File: config.mk
export PLATFORM = sky130hd
export DESIGN_NAME = serial_adder
export DESIGN_NICKNAME = d
export VERILOG_FILES = /design/src/rtl/serial_adder.sv
export SDC_FILE = /design/constraint.sdc
export NUM_CORES = 1
export LEC_CHECK = 0
export ABC_CLOCK_PERIOD_IN_PS = 1100
export CORE_ASPECT_RATIO = 0.5
export CORE_UTILIZATION = 46
export CTS_CLUSTER_SIZE = 12
export DETAILED_ROUTE_END_ITERATION = 6
export GPL_TIMING_DRIVEN = 0
export HOLD_SLACK_MARGIN = 0.1
export PLACE_DENSITY = 0.8
export REMOVE_ABC_BUFFERS = 1
export SLEW_MARGIN = 10
export SYNTH_ARGS = -nofsm -noshare
export SYNTH_HDL_FRONTEND = slang
export SYNTH_SLANG_ARGS = --single-unit
File: constraint.sdc
create_clock -name clk -period 1.1 [get_ports clk]
set_input_delay 0.11 -clock clk [delete_from_list [all_inputs] [get_ports clk]]
set_output_delay 0.11 -clock clk [all_outputs]
set_load 0.1 [all_outputs]
File: src/rtl/serial_adder.sv
// ============================================================================
// Module   : serial_adder (with helper cell full_adder)
// Purpose  : Bit-serial WIDTH-bit adder. A single full_adder cell plus a carry
//            flop processes one operand bit per clock, LSB first. A start/done
//            handshake accepts operands and returns a registered sum/carry.
// Ports    : clk   - clock, all state updates on the rising edge
//            rst   - synchronous active-high reset (priority over start)
//            start - request, sampled only in IDLE or DONE
//            a, b  - WIDTH-bit operands, captured on an accepted start
//            cin   - carry-in, captured on an accepted start
//            busy  - high while bits are being processed (SHIFT)
//            done  - one-cycle pulse, sum/cout were just updated
//            sum   - result register, holds until the next completion
//            cout  - final carry, holds until the next completion
// Revision : 1.0 - initial release
// ============================================================================
`default_nettype none

module full_adder (
  input  logic a_i,
  input  logic b_i,
  input  logic c_i,
  output logic s_o,
  output logic c_o
);
  assign s_o = a_i ^ b_i ^ c_i;
  assign c_o = (a_i & b_i) | (a_i & c_i) | (b_i & c_i);
endmodule

module serial_adder #(
  parameter int WIDTH = 8
) (
  input  logic             clk,
  input  logic             rst,
  input  logic             start,
  input  logic [WIDTH-1:0] a,
  input  logic [WIDTH-1:0] b,
  input  logic             cin,
  output logic             busy,
  output logic             done,
  output logic [WIDTH-1:0] sum,
  output logic             cout
);

  localparam int CNT_W = $clog2(WIDTH + 1);

  typedef enum logic [1:0] {
    S_IDLE  = 2'd0,
    S_SHIFT = 2'd1,
    S_DONE  = 2'd2
  } state_t;

  state_t             state_q, state_d;
  logic [WIDTH-1:0]   a_q, a_d;
  logic [WIDTH-1:0]   b_q, b_d;
  logic [WIDTH-1:0]   acc_q, acc_d;
  logic [WIDTH-1:0]   sum_q, sum_d;
  logic               carry_q, carry_d;
  logic               cout_q, cout_d;
  logic [CNT_W-1:0]   cnt_q, cnt_d;

  logic               fa_s;
  logic               fa_c;
  logic [WIDTH-1:0]   acc_shift;
  logic               last_bit;

  full_adder u_fa (
    .a_i (a_q[0]),
    .b_i (b_q[0]),
    .c_i (carry_q),
    .s_o (fa_s),
    .c_o (fa_c)
  );

  // New sum bits enter at the MSB; after WIDTH shifts the LSB-first stream
  // lines up with bit 0. A one-bit accumulator is just the adder output.
  generate
    if (WIDTH == 1) begin : g_acc_w1
      assign acc_shift = fa_s;
    end else begin : g_acc_wn
      assign acc_shift = {fa_s, acc_q[WIDTH-1:1]};
    end
  endgenerate

  assign last_bit = (cnt_q == CNT_W'(WIDTH - 1));

  always_comb begin
    state_d = state_q;
    a_d     = a_q;
    b_d     = b_q;
    acc_d   = acc_q;
    sum_d   = sum_q;
    carry_d = carry_q;
    cout_d  = cout_q;
    cnt_d   = cnt_q;
    case (state_q)
      S_IDLE, S_DONE: begin
        if (start) begin
          a_d     = a;
          b_d     = b;
          carry_d = cin;
          acc_d   = '0;
          cnt_d   = '0;
          state_d = S_SHIFT;
        end else begin
          state_d = S_IDLE;
        end
      end
      S_SHIFT: begin
        a_d     = a_q >> 1;
        b_d     = b_q >> 1;
        acc_d   = acc_shift;
        carry_d = fa_c;
        cnt_d   = cnt_q + CNT_W'(1);
        if (last_bit) begin
          sum_d   = acc_shift;
          cout_d  = fa_c;
          state_d = S_DONE;
        end
      end
      default: state_d = S_IDLE;
    endcase
  end

  always_ff @(posedge clk) begin
    if (rst) begin
      state_q <= S_IDLE;
      a_q     <= '0;
      b_q     <= '0;
      acc_q   <= '0;
      sum_q   <= '0;
      carry_q <= 1'b0;
      cout_q  <= 1'b0;
      cnt_q   <= '0;
    end else begin
      state_q <= state_d;
      a_q     <= a_d;
      b_q     <= b_d;
      acc_q   <= acc_d;
      sum_q   <= sum_d;
      carry_q <= carry_d;
      cout_q  <= cout_d;
      cnt_q   <= cnt_d;
    end
  end

  assign busy = (state_q == S_SHIFT);
  assign done = (state_q == S_DONE);
  assign sum  = sum_q;
  assign cout = cout_q;

endmodule

`default_nettype wire
==> impl_metrics.py <==
metrics = {
    "clocking": {
        "cts_buffer_depth": 2,
        "cts.reportedPaths.clkPinSlew_ns": 0.07,
        "cts_buffers": 5,
        "cts_tree": "built",
        "cts_htree_levels": 2,
        "clk_latency_ns": 0.30,
        "cts_root_buf": "clkbuf_8",
        "numClockSinks": 39,
        "holdBufCountCts": 0,
    },
    "final_layout": {
        "syn_to_final_growth_pct": 41.07,
        "layout.nets": 246,
        "diodes": 0,
        "final_cells": 276,
        "design_area_um2": 2351,
        "drive_gt1_share_pct": 30.67,
    },
    "setup_path": {
        "crit_cells": 4,
        "crit_fanout": 5,
        "critical_path_required_ns": 1.31,
        "slowest_delay_ns": 0.35,
        "timing.critical_path.buf_inv": 1,
        "r2r_start": "state_q[1]",
        "cpLargestDelayFamily": "flip-flops",
        "crit_path_end_kind": "flop",
        "reg2reg_depth": 4,
        "critical_path_class": "flop to flop",
        "r2r_setup_slack_ns": -0.19,
        "crit_slowest_cell": "dfxtp_2",
        "start_kind": "flop",
        "reg2reg_to": "cnt_q[2]",
        "path_cells": "nand2b_4 > buf_8 > mux2_4 > a211oi_2",
        "crit_arrival_ns": 1.50,
    },
    "synth": {
        "synth_top_area_share_pct": 46.85,
        "async_flop_share_pct": 0,
        "ys_warn_count": 0,
        "synth_edf_count": 0,
        "synthesis.area_um2": 1667,
        "yosys-top-cells-area": "dfxtp_1, a21oi_1, nand3_1",
        "synth_cells": 178,
        "ys_dominant_reg_cell": "dfxtp_1",
        "yosysTopAreaCell": "dfxtp_1",
        "seq_area_frac_synth_pct": 46.85,
        "synth_commonest_cells": "dfxtp_1, a21oi_1, nand3_1",
        "syn_avg_cell_area_um2": 9.363,
        "synth.distinct_cells": 26,
        "synth.most_common_cell": "dfxtp_1",
        "ys_ff_latch": 39,
    },
    "routing": {
        "routed_via_density": 5.728,
        "wl_per_cell_um": 16.64,
        "antenna_left": 0,
        "num_vias": 1581,
        "route.met3.wl_um": 325,
        "drc_errors": 0,
        "drt_pass1_iterations": 4,
        "top_layer_used": "met4",
        "wl_met2_um": 2258,
        "drt_wl_total_um": 4594,
        "drtIter0Drc": 145,
        "met1Wirelength_um": 1864,
    },
    "hold_path": {
        "min_from": "a[7]",
        "min_path_cells": 3,
        "worstHoldPathType": "primary input to flop",
        "whs_endpoint": "a_q[7]",
    },
    "place": {
        "place_congestion": 0.7092,
        "placed_cells": 244,
        "dpl_cell_area_um2": 1927,
        "dp_hpwl_um": 1882,
        "numPortBuffers": 30,
    },
    "status": {
        "violations": "negative setup slack",
        "status": "finished, violations left",
    },
    "grt": {
        "grt_pass1_vias": 1462,
        "gr-total-overflow": 0,
        "antenna_found_initial": 0,
        "grt_pass1_wl_um": 6975,
        "track_usage_pct": 24.58,
        "grt_max_degree": 50,
    },
    "timing": {
        "fin_skew_ns": 0.004407,
        "worst_hold_slack_ns": 0.3616,
        "final-setup-viol-count": 36,
        "clock.fmax_mhz": 775.5,
        "layout_min_cycle_time_ns": 1.289,
        "tns_ns": -2.826,
        "setup_ws_ns": -0.1895,
        "worstMarginPinSlew_ns": 0.7576,
        "maxSlewViolCount": 0,
        "period_share_pct": 117.2,
        "max_slew_margin_pct": 49.50,
        "hold_viol": 0,
        "rsz0062_at_grt": "yes",
    },
    "floorplan": {
        "initial_core_util_pct": 48.26,
        "die_h_um": 44.56,
        "design.portCount": 31,
        "die-area_um2": 3882,
        "rows": 15,
        "die_w_um": 87.13,
        "core-area_um2": 3453,
    },
    "pwr": {
        "power.clock.fraction_pct": 31.4,
        "combPwrFrac_pct": 17.9,
        "p_sw_share_pct": 27.56,
        "p_switching_mw": 0.8232,
        "vdd_drop_max_v": 0.0005577,
        "p_leak_nw": 0.8539,
        "p_seq_share_pct": 50.6,
        "p_int_mw": 2.164,
        "power_density_nw_per_um2": 1271,
    },
    "run": {
        "cap_viol_max_count": 0,
    },
}
## routing by layer
metal / GRT usage [%] / vias to the layer above
met3: 4.851 / 16
met4: 13.11 / 0
met1: 30.05 / 756
met5: 0 / -
li1: - / 722
met2: 42.20 / 87
## worst max path at each step
stage / endpoint / from / slack (ns)
floorplan: cnt_q[3] / state_q[1] / -1.02
global placement: busy / state_q[1] / -1.49
detailed placement: busy / state_q[1] / -1.52
CTS: cnt_q[2] / state_q[1] / -0.11
global route: cnt_q[2] / state_q[1] / -0.19
finish: cnt_q[2] / state_q[1] / -0.19
## stage by stage
stage                     setup WS, ns  total power, mW  util [%]
final                          -0.1895            2.987     68.08
after detailed placement        -1.517            1.858     55.80
after global routing           -0.1894            3.079     68.08
after CTS                      -0.1096            2.949     67.36
after floorplan                 -1.023            1.715         -
after global placement          -1.490            1.853     55.94
## power by group through the flow
stage | combinational, mW | sequential [mW] | clock, mW
6_report | 0.536 | 1.51 | 0.939
5_1_grt | 0.562 | 1.52 | 1.00
4_1_cts | 0.498 | 1.50 | 0.946
3_5_place_dp | 0.329 | 1.53 | 0
3_3_place_gp | 0.327 | 1.53 | 0
2_1_floorplan | 0.193 | 1.52 | 0
## state kept, by name (all words and copies together), names as in the netlist
register	count
sum	8
b_q	8
acc_q	7
carry_q	1
a_q	8
state_q	2
cout	1
cnt_q	4
## layout make-up
type,count,area (µm²)
fillers,247,1102
flip-flops and latches,39,789.5
well taps,51,63.81
repair buffers,50,465.4
clock buffers,7,76.32
clock inverters,1,5.005
repair inverters,1,16.27
multi-input cells,126,918.4
inverters,1,16.27
## placed cells by master, fill, tap and decap left out, drive strengths merged
master         count
a211oi             1
a21oi             28
a22oi             15
buf               32
clkbuf             7
clkdlybuf4s50     18
clkinv             3
dfxtp             39
fa                 1
ha                 1
mux2               2
mux2i              9
nand2             10
nand2b            22
nand3             26
nand3b             1
nand4              1
nor2               4
nor2b              3
nor3               1
nor3b              1
## logic make-up after synthesis
logic type / count (synthesis) / share of synthesized area (%)
buffers and inverters: 16 / 6.230
multiplexers: 11 / 6.982
adder cells (fa/ha/maj): 2 / 1.952
AO/OA/AOI/OAI: 44 / 15.92
flip-flops: 39 / 46.85
AND/OR/NAND/NOR: 66 / 22.07
## worst register-to-register path, stage by stage (launching register included)
cell	delay, ns
dfxtp_2	0.35
nand2b_4	0.20
buf_8	0.16
mux2_4	0.31
a211oi_2	0.19
## timing repair
action / 4_1_cts / 5_1_grt
setup endpoints to repair: 50 / 41
resized for setup: 103 / 4
pin swaps: 20 / 8
buffers inserted: 19 / 1
gates cloned: 4 / 0
(Power assumes the default switching activity.)
